### src/rtl/multicycle_ctrl_if.sv
// multicycle_ctrl_if: signal bundle between the multicycle controller and the datapath/memory
interface multicycle_ctrl_if;
  logic [6:0] op;
  logic [2:0] funct3;
  logic       funct7b5;
  logic       zero;
  logic       mem_ready;
  logic       mem_req;
  logic       mem_write;
  logic       adr_src;
  logic       ir_write;
  logic       pc_write;
  logic       reg_write;
  logic [1:0] alu_src_a;
  logic [1:0] alu_src_b;
  logic [2:0] alu_control;
  logic [1:0] result_src;
  logic [1:0] imm_src;
  logic       retire;
  logic       illegal;
  modport master (
    input  op, funct3, funct7b5, zero, mem_ready,
    output mem_req, mem_write, adr_src, ir_write, pc_write, reg_write,
           alu_src_a, alu_src_b, alu_control, result_src, imm_src, retire, illegal
  );
  modport slave (
    output op, funct3, funct7b5, zero, mem_ready,
    input  mem_req, mem_write, adr_src, ir_write, pc_write, reg_write,
           alu_src_a, alu_src_b, alu_control, result_src, imm_src, retire, illegal
  );
endinterface

### src/rtl/multicycle_ctrl.sv
// multicycle_ctrl: fetch/decode/execute/memory/writeback sequencer for the RV32I-subset core
module multicycle_ctrl (
  input  logic             clk,
  input  logic             rst_n,
  multicycle_ctrl_if.master ctrl
);
  typedef enum logic [3:0] {
    S_IDLE, S_FETCH, S_DECODE, S_MEMADR, S_MEMREAD, S_MEMWB,
    S_MEMWRITE, S_EXECR, S_EXECI, S_ALUWB, S_BRANCH
  } state_t;
  localparam logic [6:0] OP_LW = 7'b0000011;
  localparam logic [6:0] OP_SW = 7'b0100011;
  localparam logic [6:0] OP_R  = 7'b0110011;
  localparam logic [6:0] OP_I  = 7'b0010011;
  localparam logic [6:0] OP_BR = 7'b1100011;
  state_t     state_q, state_d;
  logic       f3_ok;
  logic       op_ok;
  logic [2:0] alu_dec;
  // ALU operation and legality decoded from funct3; sub only for R-type with funct7b5
  always_comb begin
    f3_ok   = (ctrl.funct3 == 3'b000) || (ctrl.funct3 == 3'b111) ||
              (ctrl.funct3 == 3'b110) || (ctrl.funct3 == 3'b010);
    alu_dec = ctrl.funct3 == 3'b000 ? ((state_q == S_EXECR && ctrl.funct7b5) ? 3'b001 : 3'b000) :
              ctrl.funct3 == 3'b111 ? 3'b010 :
              ctrl.funct3 == 3'b110 ? 3'b011 :
              ctrl.funct3 == 3'b010 ? 3'b101 : 3'b000;
    op_ok   = (ctrl.op == OP_LW) || (ctrl.op == OP_SW) || (ctrl.op == OP_R) ||
              (ctrl.op == OP_I) || (ctrl.op == OP_BR && ctrl.funct3[2:1] == 2'b00);
  end
  // next state and datapath controls, decoded from the registered state
  always_comb begin
    state_d          = state_q;
    ctrl.mem_req     = 1'b0;
    ctrl.mem_write   = 1'b0;
    ctrl.adr_src     = 1'b0;
    ctrl.ir_write    = 1'b0;
    ctrl.pc_write    = 1'b0;
    ctrl.reg_write   = 1'b0;
    ctrl.alu_src_a   = 2'b00;
    ctrl.alu_src_b   = 2'b00;
    ctrl.alu_control = 3'b000;
    ctrl.result_src  = 2'b00;
    ctrl.imm_src     = 2'b00;
    ctrl.retire      = 1'b0;
    ctrl.illegal     = 1'b0;
    case (state_q)
      S_IDLE: state_d = S_FETCH;
      S_FETCH: begin
        ctrl.mem_req    = 1'b1;
        ctrl.alu_src_b  = 2'b10;
        ctrl.result_src = 2'b10;
        ctrl.ir_write   = ctrl.mem_ready;
        ctrl.pc_write   = ctrl.mem_ready;
        state_d         = ctrl.mem_ready ? S_DECODE : S_FETCH;
      end
      S_DECODE: begin
        ctrl.alu_src_a = 2'b01;
        ctrl.alu_src_b = 2'b01;
        ctrl.imm_src   = 2'b10;
        ctrl.illegal   = !op_ok;
        state_d = !op_ok                                   ? S_FETCH  :
                  (ctrl.op == OP_LW || ctrl.op == OP_SW)   ? S_MEMADR :
                  ctrl.op == OP_R                          ? S_EXECR  :
                  ctrl.op == OP_I                          ? S_EXECI  : S_BRANCH;
      end
      S_MEMADR: begin
        ctrl.alu_src_a = 2'b10;
        ctrl.alu_src_b = 2'b01;
        ctrl.imm_src   = ctrl.op == OP_SW ? 2'b01 : 2'b00;
        state_d        = ctrl.op == OP_SW ? S_MEMWRITE : S_MEMREAD;
      end
      S_MEMREAD: begin
        ctrl.mem_req = 1'b1;
        ctrl.adr_src = 1'b1;
        state_d      = ctrl.mem_ready ? S_MEMWB : S_MEMREAD;
      end
      S_MEMWB: begin
        ctrl.result_src = 2'b01;
        ctrl.reg_write  = 1'b1;
        ctrl.retire     = 1'b1;
        state_d         = S_FETCH;
      end
      S_MEMWRITE: begin
        ctrl.mem_req   = 1'b1;
        ctrl.mem_write = 1'b1;
        ctrl.adr_src   = 1'b1;
        ctrl.retire    = ctrl.mem_ready;
        state_d        = ctrl.mem_ready ? S_FETCH : S_MEMWRITE;
      end
      S_EXECR, S_EXECI: begin
        ctrl.alu_src_a   = 2'b10;
        ctrl.alu_src_b   = state_q == S_EXECI ? 2'b01 : 2'b00;
        ctrl.alu_control = alu_dec;
        ctrl.illegal     = !f3_ok;
        state_d          = f3_ok ? S_ALUWB : S_FETCH;
      end
      S_ALUWB: begin
        ctrl.reg_write = 1'b1;
        ctrl.retire    = 1'b1;
        state_d        = S_FETCH;
      end
      S_BRANCH: begin
        ctrl.alu_src_a   = 2'b10;
        ctrl.alu_control = 3'b001;
        ctrl.pc_write    = ctrl.funct3[0] ? !ctrl.zero : ctrl.zero;
        ctrl.retire      = 1'b1;
        state_d          = S_FETCH;
      end
      default: state_d = S_IDLE;
    endcase
  end
  // state register; reset abandons any in-flight access immediately
  always_ff @(posedge clk or negedge rst_n) begin
    if (!rst_n) state_q <= S_IDLE;
    else state_q <= state_d;
  end
endmodule

### src/flat_wrapper.sv
// flat-port wrapper written by rule: the top's interface ports become plain ports
module multicycle_ctrl_flat 
  (clk, rst_n, ctrl_op, ctrl_funct3, ctrl_funct7b5, ctrl_zero, ctrl_mem_ready, ctrl_mem_req, ctrl_mem_write, ctrl_adr_src, ctrl_ir_write, ctrl_pc_write, ctrl_reg_write, ctrl_alu_src_a, ctrl_alu_src_b, ctrl_alu_control, ctrl_result_src, ctrl_imm_src, ctrl_retire, ctrl_illegal);
  multicycle_ctrl_if ctrl_i ();
  input  logic clk;
  input  logic rst_n;
  input wire logic [$bits(ctrl_i.op)-1:0] ctrl_op;
  input wire logic [$bits(ctrl_i.funct3)-1:0] ctrl_funct3;
  input wire logic [$bits(ctrl_i.funct7b5)-1:0] ctrl_funct7b5;
  input wire logic [$bits(ctrl_i.zero)-1:0] ctrl_zero;
  input wire logic [$bits(ctrl_i.mem_ready)-1:0] ctrl_mem_ready;
  output wire logic [$bits(ctrl_i.mem_req)-1:0] ctrl_mem_req;
  output wire logic [$bits(ctrl_i.mem_write)-1:0] ctrl_mem_write;
  output wire logic [$bits(ctrl_i.adr_src)-1:0] ctrl_adr_src;
  output wire logic [$bits(ctrl_i.ir_write)-1:0] ctrl_ir_write;
  output wire logic [$bits(ctrl_i.pc_write)-1:0] ctrl_pc_write;
  output wire logic [$bits(ctrl_i.reg_write)-1:0] ctrl_reg_write;
  output wire logic [$bits(ctrl_i.alu_src_a)-1:0] ctrl_alu_src_a;
  output wire logic [$bits(ctrl_i.alu_src_b)-1:0] ctrl_alu_src_b;
  output wire logic [$bits(ctrl_i.alu_control)-1:0] ctrl_alu_control;
  output wire logic [$bits(ctrl_i.result_src)-1:0] ctrl_result_src;
  output wire logic [$bits(ctrl_i.imm_src)-1:0] ctrl_imm_src;
  output wire logic [$bits(ctrl_i.retire)-1:0] ctrl_retire;
  output wire logic [$bits(ctrl_i.illegal)-1:0] ctrl_illegal;
  assign ctrl_i.op = ctrl_op;
  assign ctrl_i.funct3 = ctrl_funct3;
  assign ctrl_i.funct7b5 = ctrl_funct7b5;
  assign ctrl_i.zero = ctrl_zero;
  assign ctrl_i.mem_ready = ctrl_mem_ready;
  assign ctrl_mem_req = ctrl_i.mem_req;
  assign ctrl_mem_write = ctrl_i.mem_write;
  assign ctrl_adr_src = ctrl_i.adr_src;
  assign ctrl_ir_write = ctrl_i.ir_write;
  assign ctrl_pc_write = ctrl_i.pc_write;
  assign ctrl_reg_write = ctrl_i.reg_write;
  assign ctrl_alu_src_a = ctrl_i.alu_src_a;
  assign ctrl_alu_src_b = ctrl_i.alu_src_b;
  assign ctrl_alu_control = ctrl_i.alu_control;
  assign ctrl_result_src = ctrl_i.result_src;
  assign ctrl_imm_src = ctrl_i.imm_src;
  assign ctrl_retire = ctrl_i.retire;
  assign ctrl_illegal = ctrl_i.illegal;
  multicycle_ctrl u_core (.clk(clk), .rst_n(rst_n), .ctrl(ctrl_i));
endmodule
### config.mk
export PLATFORM = sky130hd
export DESIGN_NAME = multicycle_ctrl_flat
export DESIGN_NICKNAME = d
export VERILOG_FILES = /design/src/rtl/multicycle_ctrl_if.sv /design/src/rtl/multicycle_ctrl.sv /design/src/flat_wrapper.sv
export SDC_FILE = /design/constraint.sdc
export NUM_CORES = 1
export LEC_CHECK = 0
export ABC_AREA = 1
export CAP_MARGIN = 10
export CELL_PAD_IN_SITES_DETAIL_PLACEMENT = 1
export CELL_PAD_IN_SITES_GLOBAL_PLACEMENT = 2
export CORE_MARGIN = 2
export CORE_UTILIZATION = 17
export CTS_BUF_LIST = sky130_fd_sc_hd__clkbuf_8
export DETAILED_ROUTE_END_ITERATION = 8
export PLACE_DENSITY = 0.82
export SETUP_SLACK_MARGIN = 0.2
export SKIP_CTS_REPAIR_TIMING = 1
export SKIP_LAST_GASP = 1
export SLEW_MARGIN = 5
export SYNTH_ARGS = -nofsm -noshare
export SYNTH_HDL_FRONTEND = slang
export SYNTH_SLANG_ARGS = --single-unit
### constraint.sdc
create_clock -name clk -period 1.2 [get_ports clk]
set_input_delay 0.12 -clock clk [delete_from_list [all_inputs] [get_ports clk]]
set_output_delay 0.12 -clock clk [all_outputs]
set_load 0.02 [all_outputs]
# Yosys cells after proc, flatten, opt, wreduce, memory -nomap -nowiden
# Index checks and enable logic that the tools add are counted.
dict set report classes {
  n_eq_ne 18
  reduce_logical 23
  mux 31
}
# cell n
set op_table {}
lappend op_table {{$pmux 4 s7} 1}
lappend op_table {{$eq 4x3->1 const B} 4}
lappend op_table {{$mux 4} 4}
lappend op_table {{$mux 3} 5}
lappend op_table {{$eq 7x6->1 const B} 2}
lappend op_table {{$eq 4x4->1 const B} 3}
lappend op_table {{$pmux 2 s2} 3}
lappend op_table {{$mux 1} 10}
lappend op_table {{$eq 4x2->1 const B} 2}
lappend op_table {{$reduce_or 2->1} 4}
lappend op_table {{$reduce_or 4->1} 2}
lappend op_table {{$eq 7x2->1 const B} 1}
lappend op_table {{$eq 7x5->1 const B} 1}
lappend op_table {{$eq 7x7->1 const B} 1}
lappend op_table {{$logic_or 1x1->1} 7}
lappend op_table {{$eq 3x3->1 const B} 2}
lappend op_table {{$mux 2} 3}
lappend op_table {{$pmux 1 s2} 3}
lappend op_table {{$pmux 2 s3} 1}
lappend op_table {{$pmux 3 s2} 1}
lappend op_table {{$reduce_or 3->1} 2}
lappend op_table {{$eq 4x1->1 const B} 1}
lappend op_table {{$logic_not 4->1} 1}
lappend op_table {{$eq 3x2->1 const B} 1}
lappend op_table {{4 further kinds} 7}
dict set report word_totals {
  word_cells 73
  inputBits 15
  ff_bits 4
}

# Longest topological paths before layout
dict set report depth {
  word_depth 7
  mapped_depth 7
}

# Worst setup path after synthesis
# Ideal clock, no wire load.
dict set report synth_timing {
  kind {register to output}
  start {register u_core.state_q[2]}
  end {output port ctrl_imm_src[0]}
  path_buffers 0
  t_arrival_ns 1.286
  stages_incl_launch_ff 6
  setup_slack_ns -0.206
  path_cell_list {dfrtp_1 nor2_2 inv_1 nor2_1 inv_1 nor3_1}
}
dict set report synth_between {
  elab_chain_cells 2
  elab_cells_between_ends 3
  cone_classes {eq/ne (2); mux (1)}
}
# item line_no
set synth_rtl {}
lappend synth_rtl {{start: declaration} multicycle_ctrl.sv:16} ;# state_t state_q, state_d;
lappend synth_rtl {{start signal: assignment} multicycle_ctrl.sv:116} ;# else state_q <= state_d;
lappend synth_rtl {{$eq 4x2->1} multicycle_ctrl.sv:47} ;# case (state_q)
lappend synth_rtl {{$pmux 2 s2 *} multicycle_ctrl.sv:47}
lappend synth_rtl {{end: declaration} flat_wrapper.sv:22} ;# output wire logic [$bits(ctrl_i.imm_src)-1:0] ctrl_imm_src;
# Mark *: on every way between the ends. The rest lies on a longest branch, timed or not.

# Final worst setup path
dict set report layout_timing {
  start {register u_core.state_q[2]}
  end {output port ctrl_retire}
}
dict set report layout_between {
  elab_chain_cells 3
  elab_cells_between_ends 6
  cone_classes {eq/ne (4); mux (1); reduce/logical (1)}
}
# item line_no
set layout_rtl {}
lappend layout_rtl {{$eq 4x3->1 / $eq 4x4->1 (equally long branches)} multicycle_ctrl.sv:47}
lappend layout_rtl {{$reduce_or 3->1 (no line)} -}
lappend layout_rtl {{$pmux 1 s2 *} multicycle_ctrl.sv:47}
lappend layout_rtl {{end: declaration} flat_wrapper.sv:23} ;# output wire logic [$bits(ctrl_i.retire)-1:0] ctrl_retire;
# Marked as above.

==> impl_metrics.json <==
{
  "cts-root-buf": "clkbuf_8",
  "vias": 878,
  "syn_area_sq_um": 544,
  "ir_drop_mv": 0.596,
  "path_depth": 7,
  "clk_pin_slew_worst_paths_ns": 0.03,
  "mappedNetlistNets": 112,
  "dpl_cell_area_sq_mm": 0.00126,
  "worst_slack_ns": -0.321,
  "crit_start": "u_core.state_q[2]",
  "setup_viol": 23,
  "crit_required_ns": 1.08,
  "reg2reg_setup_slack_ns": -0.19,
  "routed_wl_um": 2570,
  "finalCritPeriodShare_pct": 127,
  "hold_class": "input port to asynchronous set/reset pin",
  "regMostFlops": "u_core.state_q",
  "cts_sinks": 4,
  "leakage_nw": 0.743,
  "rsz0062_at_grt": "yes",
  "cts_tree": "yes",
  "antenna_found_initial": 0,
  "clk_latency_ns": 0.22,
  "critical_path.startpoint_type": "flip-flop",
  "failed_checks": "setup timing",
  "nets": 191,
  "fin_crit_ns": 1.52,
  "start_util_pct": 17.8,
  "avgRoutedWirePerCell_um": 11.8,
  "finalHoldViolCount": 0,
  "multi_input_area_sq_um": 502,
  "ys_warn_count": 0,
  "drc": 0,
  "dp_slack_ns": -0.618,
  "die_area_sq_mm": 0.00367,
  "finalSetupTns_ns": -5.41,
  "clk_path_buf_depth": 2,
  "fillers": 393,
  "final_antenna_net_count": 0,
  "drt_iter0_drc": 11,
  "synth_ff_type": "dfrtp_1",
  "stdcell_count": 218,
  "dp.cells": 209,
  "hpwlAfterDp_um": 2090,
  "path_common_cell": "buf_6",
  "async_flop_share_pct": 100,
  "status": "finished, violations left",
  "fin_skew_ns": 0.00209,
  "crit_path_max_fanout": 5,
  "fin_total_pwr_mw": 2.88,
  "syn_avg_cell_area_sq_um": 5.61,
  "insertedDiodeCount": 0,
  "grt.total_usage_pct": 13.9,
  "syn_inst": 97,
  "grt_pass1_vias": 921,
  "grt_overflow": 0,
  "worst_pin_slew_ns": 0.421,
  "largest_reg_flops": 4,
  "vias_per_cell": 4.03,
  "max_freq_mhz": 657,
  "first_pass_iters": 4,
  "gp_congestion": 0.742,
  "syn_to_final_growth_pct": 167,
  "crit_buf_inv": 3,
  "rr_worst_depth": 8,
  "r2r_end": "u_core.state_q[2]",
  "regArea_sq_um": 105,
  "cts_buffers": 3,
  "max-cap-violations": 0,
  "drive_gt1_share_pct": 63.8,
  "crit_path_end_kind": "output pin",
  "drv_slew": 0,
  "port_buffers": 33,
  "path_delay_family": "flip-flops",
  "critPathArrivalTime_ns": 1.40,
  "grt_max_degree": 6,
  "die_h_um": 60.6,
  "worstPathCellList": "buf_4 -> nand2_4 -> buf_6 -> a21oi_4 -> nor2_4 -> nand2_2 -> buf_6",
  "stdcell_area_sq_mm": 0.00145,
  "yosys_register_bits": 4,
  "r2r-start": "u_core.state_q[2]",
  "power.density_mw_per_mm2": 1980,
  "cp_slowest_cell": "dfrtp_2",
  "synth-edff-count": 0,
  "reg_top3": "u_core.state_q: 4 flops",
  "seq_area_frac_synth_pct": 18.4,
  "die_w_um": 60.6,
  "ios": 34,
  "critPathCapture": "ctrl_retire",
  "core_area_sq_mm": 0.00305,
  "htreeDepth": 1,
  "synthDistinctLibCells": 20,
  "critPathKind": "flip-flop to output pin",
  "grt_pass1_wl_um": 3850,
  "slew_headroom_pct": 71.6,
  "row_count": 20,
  "slowest_delay_ns": 0.43
}
[final cells by class]
| cell class | instances | share of cell area, % |
|---|---|---|
| inverters | 22 | 6.02 |
| repair buffers | 75 | 45.6 |
| clock buffers | 3 | 2.84 |
| well taps | 44 | 3.79 |
| multi-input cells | 70 | 34.5 |
| flip-flops and latches | 4 | 7.23 |
[cells in the mapped netlist (2+ instances only)]
master   count  share of area (%)
nand2_1     20                 14
inv_1       16                 11
nor2_1      14                9.7
nand3_1      9                8.3
inv_2        6                4.1
o21ai_0      6                5.5
nor2_2       5                5.7
dfrtp_1      4                 18
nor3_1       3                2.8
nand2_2      2                2.3
nand3_2      2                3.7
nand4_1      2                2.3
[cells by family after synthesis]
family                 share of synthesized area [%]
buffers and inverters                           16.6
AND/OR/NAND/NOR                                 53.8
flip-flops                                      18.4
AO/OA/AOI/OAI                                   11.3
[stage by stage]
stage	util, %	hold WS (ns)
finish	47.6	0.117
global route	47.6	0.131
CTS	42.7	0.122
detailed placement	41.3	0.346
global placement	41.3	0.342
floorplan	-	-0.176
[cells in the final DEF (no fill, tap or decap), drive strengths merged, types with 3 or more instances in the layout]
cell / count
clkbuf: 3
nor2: 20
buf: 61
nand2: 23
dfrtp: 4
nor3: 3
o21ai: 7
nand3: 11
inv: 22
clkdlybuf4s50: 14
[power breakdown]
part	total, mW	internal, mW	switching (mW)	leakage, nW
Clock	0.285	0.214	0.0709	0.0216
Combinational	2.30	1.16	1.14	0.675
Sequential	0.296	0.196	0.0994	0.0464
Total	2.88	1.57	1.31	0.743
[per-layer routing]
| metal | track usage [%] | up-vias | wire, um |
|---|---|---|---|
| met5 | 0 | - | 0 |
| met4 | 3.73 | 0 | 0 |
| met3 | 1.49 | 0 | 121 |
| met2 | 28.1 | 24 | 1470 |
| li1 | - | 454 | - |
| met1 | 15.0 | 400 | 980 |
[worst min-delay path by stage]
stage	start	endpoint	slack [ns]	cells after the start
final	rst_n	u_core.state_q[0]	0.12	1
after detailed placement	rst_n	u_core.state_q[2]	0.35	1
after floorplan	rst_n	u_core.state_q[0]	-0.18	0
after global placement	rst_n	u_core.state_q[2]	0.34	1
after global routing	rst_n	u_core.state_q[0]	0.13	1
after CTS	rst_n	u_core.state_q[0]	0.12	1
[worst reg2reg max path, stage by stage, from the launching register on]
cell and delay, ns:
dfrtp_2 0.43, buf_4 0.15, nand2_4 0.09, buf_6 0.13, buf_4 0.11, nor2_2 0.04, buf_4 0.12, o21ai_1 0.09
nand3_1 0.10
Power figures use the tool's default switching activity.
